## src/rtl/fcbt_result_sink.sv

```systemverilog
`default_nettype none
// ============================================================================
//  Module   : fcbt_result_sink
//  Purpose  : Result consumer for the FCBT accumulator. Each completed group
//             sum is captured into a small first-word-fall-through FIFO and
//             tagged with a wrapping group index. Results leave through a
//             valid/ready interface. When the FIFO is full, hold_output
//             back-pressures the accumulator so that no result is lost.
//  Ports    : clk, rst          - clock, synchronous active-high reset
//             out, valid_out    - accumulator group sum and its valid pulse
//             hold_output       - registered stall request to the accumulator
//             res_data/res_index- head-of-FIFO sum and its group index
//             res_valid/res_ready - downstream handshake
//             count             - entries currently held
//             groups_total      - results accepted since reset (saturating)
//  Revision : 1.0 - initial release
// ============================================================================
module fcbt_result_sink #(
  parameter int WIDTH     = 32,
  parameter int DEPTH     = 8,   // power of two, >= 2
  parameter int IDX_WIDTH = 8
) (
  input  logic                       clk,
  input  logic                       rst,
  input  logic [WIDTH-1:0]           out,
  input  logic                       valid_out,
  output logic                       hold_output,
  output logic [WIDTH-1:0]           res_data,
  output logic [IDX_WIDTH-1:0]       res_index,
  output logic                       res_valid,
  input  logic                       res_ready,
  output logic [$clog2(DEPTH+1)-1:0] count,
  output logic [31:0]                groups_total
);

  localparam int PTR_W = $clog2(DEPTH);
  localparam int CNT_W = $clog2(DEPTH + 1);
  localparam logic [CNT_W-1:0] FULL_COUNT = CNT_W'(DEPTH);

  logic [WIDTH-1:0]     data_mem [DEPTH];
  logic [IDX_WIDTH-1:0] idx_mem  [DEPTH];

  logic [PTR_W-1:0]     wr_ptr;
  logic [PTR_W-1:0]     rd_ptr;
  logic [IDX_WIDTH-1:0] next_index;
  logic [CNT_W-1:0]     count_next;
  logic                 accept;
  logic                 drain;

  // hold_output mirrors (count == DEPTH), so gating accept with it alone
  // is enough to rule out overflow; res_valid gating rules out underflow.
  assign accept    = valid_out & ~hold_output;
  assign res_valid = (count != '0);
  assign drain     = res_valid & res_ready;

  assign res_data  = data_mem[rd_ptr];
  assign res_index = idx_mem[rd_ptr];

  always_comb begin
    count_next = count;
    case ({accept, drain})
      2'b10:   count_next = count + 1'b1;
      2'b01:   count_next = count - 1'b1;
      default: count_next = count;  // idle, or accept+drain cancel out
    endcase
  end

  // Storage carries no reset: contents are don't-care while res_valid=0.
  always_ff @(posedge clk) begin
    if (accept) begin
      data_mem[wr_ptr] <= out;
      idx_mem[wr_ptr]  <= next_index;
    end
  end

  always_ff @(posedge clk) begin
    if (rst) begin
      wr_ptr       <= '0;
      rd_ptr       <= '0;
      next_index   <= '0;
      count        <= '0;
      hold_output  <= 1'b0;
      groups_total <= '0;
    end else begin
      count       <= count_next;
      // Registered from count_next so the stall is visible in the very
      // cycle after the accept that fills the FIFO.
      hold_output <= (count_next == FULL_COUNT);
      if (accept) begin
        wr_ptr     <= wr_ptr + 1'b1;
        next_index <= next_index + 1'b1;
        if (groups_total != 32'hFFFF_FFFF) begin
          groups_total <= groups_total + 32'd1;
        end
      end
      if (drain) begin
        rd_ptr <= rd_ptr + 1'b1;
      end
    end
  end

endmodule
`default_nettype wire

```

## config.mk

```make
export PLATFORM = sky130hd
export DESIGN_NAME = fcbt_result_sink
export DESIGN_NICKNAME = d
export VERILOG_FILES = /design/src/rtl/fcbt_result_sink.sv
export SDC_FILE = /design/constraint.sdc
export NUM_CORES = 1
export LEC_CHECK = 0
export BUFFER_PORTS_ARGS = -buffer_cell sky130_fd_sc_hd__buf_2
export CAP_MARGIN = 20
export CORE_UTILIZATION = 60
export CTS_CLUSTER_SIZE = 30
export DETAILED_ROUTE_END_ITERATION = 10
export GPL_TIMING_DRIVEN = 0
export HOLD_SLACK_MARGIN = 0.06
export PLACE_DENSITY = 0.8
export SLEW_MARGIN = 20
export SYNTH_ARGS = -nofsm -noshare
export SYNTH_HDL_FRONTEND = slang
export SYNTH_SLANG_ARGS = --single-unit
```

## constraint.sdc

```tcl
create_clock -name clk -period 10.1 [get_ports clk]
set_input_delay 0 -clock clk [delete_from_list [all_inputs] [get_ports clk]]
set_output_delay 0 -clock clk [all_outputs]
set_load 0.01 [all_outputs]
```

==> results of run 1 <==
path summary, 6_finish.rpt:
| kind | to | slack [ns] |
|---|---|---|
| setup / recovery | data_mem[4][19]$_DFFE_PP_ | 7.04 |
| hold / removal | data_mem[1][4]$_DFFE_PP_ | 0.30 |
| setup reg to reg | data_mem[4][19]$_DFFE_PP_ | 7.04 |
| hold reg to reg | groups_total[21]$_SDFFE_PP0P_ | 0.49 |
layer usage:
layer | up-vias | routed length [um] | GRT usage (%)
met3 | 57 | 2210 | 4.54
met5 | - | 0 | 0
met2 | 358 | 15600 | 43.8
met1 | 4064 | 11800 | 33.3
met4 | 0 | 569 | 7.35
li1 | 3623 | - | -
kinds of logic after synthesis:
kind of cell    after synthesis  synth area share (%)
fa+ha+maj                     7                 0.600
xor+xnor                     15                 0.901
mux                         123                  15.7
buf+inv                      41                  1.18
flops                       374                  73.3
simple gates                144                  5.44
compound gates               73                  2.91
state kept, by name (all words and copies together), names as in the netlist, named ones only:
signal        cells
wr_ptr            3
rd_ptr            3
count             4
hold_output       1
data_mem        256
groups_total     32
next_index        8
idx_mem          64
area by class of cell:
class,instances,area [um^2]
flip-flops and latches,374,10700
inverters,4,15.0
multi-input cells,362,3770
well taps,319,399
clock buffers,51,1010
plain buffers,37,158
fillers,1382,6230
clock inverters,13,95.1
repair buffers,186,1320
synthesized netlist by cell type, drive strengths merged, types with 3 or more instances:
library cell | n | share of area, %
or4 | 9 | 0.49
nand2 | 24 | 0.62
and4 | 7 | 0.42
dfxtp | 54 | 7.4
clkbuf | 22 | 0.57
mux2 | 42 | 3.3
nor2b | 4 | 0.17
mux4 | 80 | 12
nand4 | 9 | 0.43
nor3 | 7 | 0.24
edfxtp | 320 | 66
or3 | 19 | 0.81
xnor2 | 4 | 0.24
o21ai | 21 | 0.72
a21oi | 33 | 1.1
inv | 4 | 0.10
nor4 | 5 | 0.32
nor2 | 28 | 0.72
and3 | 5 | 0.21
ha | 7 | 0.60
xor2 | 11 | 0.66
buf | 15 | 0.51
nand2b | 3 | 0.13
nand3 | 20 | 0.69
o31ai | 7 | 0.36
per-stage QoR:
step	std cells	hold slack [ns]	util, %	power [uW]
detailed placement	1247	0.267	67.6	2550
global placement	1208	0.265	65.6	2530
finish	1346	0.298	73.7	3780
CTS	1346	0.289	73.7	3810
global route	1346	0.313	73.7	3930
floorplan	777	0.0989	-	2310
report_power, final:
part           internal [uW]  switching (uW)
Combinational            376             369
Clock                    724             535
Sequential              1740            31.5
placed cells by master, fill, tap and decap left out, drive strengths merged, types with 11 or more instances in the layout:
cell type	netlist	final
a21oi	33	33
nand2	24	24
clkinv	0	12
mux2	42	42
xor2	11	11
mux4	80	80
edfxtp	320	320
or3	19	19
clkbuf	22	73
buf	15	166
dlygate4sd3	0	35
nand3	20	20
o21ai	21	21
dfxtp	54	54
nor2	28	28
==> results_dict.tcl, run 1 <==
set metrics [dict create \
    status "finished, final reports clean" \
    antenna_violations_before_repair 0 \
    worstPathArrival_ns 3.28 \
    synth_cells 777 \
    worstHoldPathType "in2reg" \
    largest_net_degree_at_the_start_of_global_routing 21 \
    cts_buffers 36 \
    finalCritPeriodShare_pct 30.3 \
    timing.critical_path.buf_inv 5 \
    min_from "out[4]" \
    timing.rr.start "hold_output$_SDFF_PP0_" \
    cts_root_buffer "sky130_fd_sc_hd__clkbuf_16" \
    antenna-diode-count 0 \
    starting_density_pct 61.6 \
    drive_gt1_share_pct 33.1 \
    mappedNetlistArea_um2 14600 \
    area_growth_syn_to_fin_pct 19.7 \
    timing.clock.skew_ns 0.0212 \
    design.portCount 114 \
    via_count 8102 \
    critPathRequiredTime_ns 10.32 \
    post-cts-setup-buffer-count 0 \
    post_synth.cell_area_avg_um2 18.8 \
    cts.reportedPaths.clkPinSlew_ns 0.06 \
    fmax_mhz 327 \
    timing.setup.critical_path_class "reg2reg" \
    worstRegToRegCells 8 \
    setup.worst_path.start "hold_output$_SDFF_PP0_" \
    rsz0062_at_grt "no" \
    violation_count_after_the_first_detailed_route_iteration 669 \
    io_buffer_count 112 \
    drt-total-wl_mm 30.2 \
    synth.ff_latch_count 374 \
    ys_async_sr_fraction_pct 0 \
    grt_first_pass_wirelength_mm 46.3 \
    ctsLongestPathBuffers 3 \
    crit_family "buffers and inverters" \
    final_area_um2 17500 \
    cts-htree-levels 2 \
    worst_setup_path_start_kind "register" \
    timing.max_slew.rel_slack_pct 36.5 \
    first_global_vias 8306 \
    post_cts_resized 0 \
    cpMaxStageDelayCell "sky130_fd_sc_hd__nor3_2" \
    final_max_tran_viols 0 \
    critical_path.cell_chain "nor2b_1 -> clkbuf_1 -> nand2_1 -> nor3_2 -> buf_4 -> buf_4 -> buf_4 -> buf_4" \
    placement_rows 56 \
    die_x_um 158 \
    final.setup.tns_ns 0 \
    p_leak_uw 0.00589 \
    vertical_extent_of_the_die_um 158 \
    yosysUniqueCellTypes 46 \
    core_area_um2 23700 \
    crit_fanout 10 \
    synth-edff-count 320 \
    synth-main-ff-cell "sky130_fd_sc_hd__edfxtp_1" \
    post-route-worst-setup-slack_ns 7.04 \
    final_stage_net_count 1044 \
    syn-num-nets 820 \
    final_period_minus_worst_setup_slack_ns 3.06 \
    endpoint_kind "register" \
    maxCapViolations 0 \
    critPathMaxStageDelay_ns 0.54 \
    timing_worst_slew_pin_value_ns 0.953 \
    cts-hold-fix-buffers 35 \
    place_worst_setup_slack_ns 7.06 \
    wl_per_cell_um 22.4 \
    numClockSinks 374 \
    grt_use_total_pct 25.4 \
    place_congestion 0.815 \
    detail-route-antenna-nets 0 \
    ir_worst_vdd_uv 133 \
    die_area_um2 24900 \
    worstHoldPathCells 2 \
    powerDensity_nw_per_um2 217 \
    cp_common_cell "sky130_fd_sc_hd__buf_4" \
    drt_pass1_iterations 5 \
    dp_hpwl_mm 19.3 \
    grt-ovfl-total 0 \
    worst_skew_pair.late_latency_ns 0.51 \
    number_of_warning_messages_in_the_yosys_log 0 \
    critical_path_depth 8 \
    hold_viol_final 0 \
    tritoncts "built" \
    drc 0 \
    report.final.setup_viol 0 \
    postPlaceCellArea_um2 16000 \
    synth_sequential_area_ratio_pct 73.3 \
    routed_via_density 6.02 \
]
Note: power is estimated with default switching activity, not from simulation.
==> inputs of run 2 (changes only) <==
--- a/config.mk
+++ b/config.mk
@@ -5,6 +5,7 @@
 export SDC_FILE = /design/constraint.sdc
 export NUM_CORES = 1
 export LEC_CHECK = 0
+export ABC_AREA = 1
 export BUFFER_PORTS_ARGS = -buffer_cell sky130_fd_sc_hd__buf_2
 export CAP_MARGIN = 20
 export CORE_UTILIZATION = 60
@@ -12,7 +13,7 @@
 export DETAILED_ROUTE_END_ITERATION = 10
 export GPL_TIMING_DRIVEN = 0
 export HOLD_SLACK_MARGIN = 0.06
-export PLACE_DENSITY = 0.8
+export PLACE_DENSITY = 0.79
 export SLEW_MARGIN = 20
 export SYNTH_ARGS = -nofsm -noshare
 export SYNTH_HDL_FRONTEND = slang
==> constraint.sdc (replaced) <==
create_clock -name clk -period 3 [get_ports clk]
set_input_delay 0 -clock clk [delete_from_list [all_inputs] [get_ports clk]]
set_output_delay 0 -clock clk [all_outputs]
set_load 0.01 [all_outputs]
==> results_dict.tcl, run 2 <==
set metrics [dict create \
    violation_count_after_the_first_detailed_route_iteration 1462 \
    ys_async_sr_fraction_pct 0 \
    routed_via_density 5.91 \
    power.share.clock_pct 33.2 \
    p_leak_uw 0.00669 \
    vertical_extent_of_the_die_um 163 \
    number_of_warning_messages_in_the_yosys_log 0 \
    place_congestion 0.929 \
    synth_cells 1389 \
    placement_rows 58 \
    drive_gt1_share_pct 15.3 \
    rsz0062_at_grt "no" \
    powerDensity_nw_per_um2 810 \
    fmax_mhz 362 \
    core_area_um2 25300 \
    share_comb_of_total_power_pct 25.8 \
    synth.largest_area_cell "sky130_fd_sc_hd__edfxtp_1" \
    max_reg_flops 256 \
    mappedNetlistArea_um2 15500 \
    numClockSinks 374 \
    top_regs "data_mem (256), idx_mem (64), groups_total (32)" \
    final_stage_net_count 1631 \
    die_x_um 163 \
    worst_skew_pair.late_latency_ns 0.53 \
    design_power_total_uw 15000 \
    final_max_tran_viols 0 \
    tritoncts "built" \
    seq_power_share_pct 41.0 \
    top_cell_types_by_occurrence_after_synthesis "323 x sky130_fd_sc_hd__nor2_1, 320 x sky130_fd_sc_hd__edfxtp_1, 274 x sky130_fd_sc_hd__nand2_1, 92 x sky130_fd_sc_hd__o21ai_0, 80 x sky130_fd_sc_hd__o32ai_1" \
    ctsLongestPathBuffers 3 \
    worstPathArrival_ns 2.76 \
    area_share_of_the_largest_cell_type_after_synthesis_pct 61.9 \
    worst_setup_path_start_kind "register" \
    starting_density_pct 61.5 \
    crit-reg2reg-capture "data_mem[0][19]$_DFFE_PP_" \
    dp_hpwl_mm 24.1 \
    synth.area.top_cells "sky130_fd_sc_hd__edfxtp_1 62%, sky130_fd_sc_hd__nor2_1 7.8%, sky130_fd_sc_hd__dfxtp_1 7.0%" \
    status "finished, final reports clean" \
    cell_internal_pwr_uw 10400 \
    timing.clock.skew_ns 0.0150 \
    via_count 11500 \
    synth-edff-count 320 \
    antenna_violations_before_repair 0 \
    detail-route-antenna-nets 0 \
    cts.reportedPaths.clkPinSlew_ns 0.06 \
    drt_pass1_iterations 5 \
    mostFrequentLayoutCell "sky130_fd_sc_hd__edfxtp_1" \
    wl_per_cell_um 19.9 \
    cts_root_buffer "sky130_fd_sc_hd__clkbuf_16" \
    die_area_um2 26500 \
    grt_use_total_pct 29.8 \
    layout.cells.non_filler 1946 \
    timing_worst_slew_pin_value_ns 0.776 \
    maxCapViolations 0 \
    syn-num-nets 1432 \
    capturing_element_of_the_worst_setup_path "res_index[7]" \
    hold_viol_final 0 \
    postPlaceCellArea_um2 16900 \
    fillerInstances 1584 \
    design.portCount 114 \
    io_buffer_count 112 \
    area.sequential_um2 10700 \
    utilization_pct 73.4 \
    endpoint_kind "output port" \
    timing.max_slew.rel_slack_pct 48.3 \
    area_growth_syn_to_fin_pct 19.5 \
    cts_buffers 37 \
    grt-ovfl-total 0 \
    final.setup.tns_ns 0 \
    first_global_vias 11300 \
    finalCritPeriodShare_pct 92.1 \
    drt-total-wl_mm 38.8 \
    final_area_um2 18500 \
    mostFrequentLayoutCells "320 x sky130_fd_sc_hd__edfxtp_1, 315 x sky130_fd_sc_hd__nor2_1, 274 x sky130_fd_sc_hd__nand2_1" \
    report.final.setup_viol 0 \
    timing.rr.start "hold_output$_SDFF_PP0_" \
    antenna-diode-count 0 \
    post_cts_resized 0 \
    setup.reg_to_reg.worst_slack_ns 0.46 \
    largest_net_degree_at_the_start_of_global_routing 24 \
    synth_sequential_area_ratio_pct 68.9 \
    yosysUniqueCellTypes 29 \
    switchingPower_uw 4650 \
    largest_register "data_mem" \
    worstHoldPathType "in2reg" \
    critPathRequiredTime_ns 3.00 \
    synth-main-ff-cell "sky130_fd_sc_hd__edfxtp_1" \
    multiInputGateArea_um2 4350 \
    cts-htree-levels 2 \
    timing.setup.critical_path_class "reg2out" \
    crit_fanout 10 \
    final_period_minus_worst_setup_slack_ns 2.76 \
    ir_worst_vdd_uv 599 \
    netSwitchingFraction_pct 31.0 \
    synthMostInstantiatedCell "sky130_fd_sc_hd__nor2_1" \
    grt_first_pass_wirelength_mm 59.8 \
    synth.ff_latch_count 374 \
    post_synth.cell_area_avg_um2 11.2 \
    drc 0 \
    worstRegToRegCells 5 \
    dp.cells 1844 \
]
==> run 2: changes by cell type after synthesis, sizes merged, moves of 7 or more <==
cell,previous run,this run
o21ai,21,92
nor2,28,329
buf,15,23
clkbuf,22,49
and4,7,0
o32ai,0,80
or4,9,0
mux2,42,0
mux4,80,0
nand2,24,287
inv,4,53
or3,19,0
o31ai,7,0
==> run 2: what timing repair did <==
action                                  in CTS  in global routing
buffers inserted                             0                  0
endpoints found under the setup margin       0                  0
hold endpoints to repair                   272                  0
hold buffers                                35                  0
==> run 2: layout make-up <==
type / instances / area share, %
flip-flops and latches: 374 / 57.7
clock buffers: 47 / 5.48
well taps: 330 / 2.23
multi-input cells: 889 / 23.5
repair buffers: 160 / 6.65
inverters: 54 / 1.09
clock inverters: 20 / 1.62
plain buffers: 72 / 1.82
==> run 2: routing by layer <==
layer | GRT usage [%] | up-vias | routed length, um
met2 | 50.5 | 696 | 19200
met1 | 39.6 | 5466 | 15000
li1 | - | 5255 | -
met3 | 4.38 | 89 | 3680
met5 | 0 | - | 0
met4 | 9.90 | 0 | 910
==> run 2: how the worst min path moves through the flow <==
stage             from                   endpoint  slack (ns)  depth (start not counted)
2_1_floorplan   out[0]   data_mem[0][0]$_DFFE_PP_         0.1                          0
3_3_place_gp   out[22]  data_mem[3][22]$_DFFE_PP_        0.26                          1
3_5_place_dp   out[11]  data_mem[5][11]$_DFFE_PP_        0.27                          1
4_1_cts        out[11]  data_mem[3][11]$_DFFE_PP_        0.27                          2
5_1_grt        out[16]  data_mem[0][16]$_DFFE_PP_        0.29                          2
6_report       out[11]  data_mem[5][11]$_DFFE_PP_        0.27                          2
==> run 2: metrics by stage <==
stage          hold WS (ns)  setup slack (ns)
2_1_floorplan        0.0989            -0.107
3_3_place_gp          0.262             -1.70
3_5_place_dp          0.268             0.461
4_1_cts               0.268             0.279
5_1_grt               0.286             0.116
6_report              0.273             0.236
==> run 2: power groups by stage <==
stage          Sequential [uW]  Clock, uW  Combinational [uW]
2_1_floorplan             6230          0                2310
3_3_place_gp              6260          0                3570
3_5_place_dp              6250          0                3760
4_1_cts                   6150       5020                3840
5_1_grt                   6170       5230                4220
6_report                  6150       4980                3880
==> run 2: logic make-up after synthesis <==
| kind of cell | synth area share (%) |
|---|---|
| adders and majority gates | 0.564 |
| buffers and inverters | 3.48 |
| xor gates and xnor gates | 1.07 |
| AOI/OAI and AO/OA | 9.29 |
| and+or+nand+nor | 16.7 |
| DFF | 68.9 |
==> run 2: critical path, stage by stage (launching register included) <==
cell,delay [ns]
sky130_fd_sc_hd__dfxtp_1,0.31
sky130_fd_sc_hd__buf_2,0.22
sky130_fd_sc_hd__buf_2,0.29
sky130_fd_sc_hd__clkbuf_1,0.56
sky130_fd_sc_hd__nor2_1,0.16
sky130_fd_sc_hd__o32ai_1,0.35
sky130_fd_sc_hd__nand2_1,0.10
sky130_fd_sc_hd__nand2_1,0.13
sky130_fd_sc_hd__buf_2,0.14
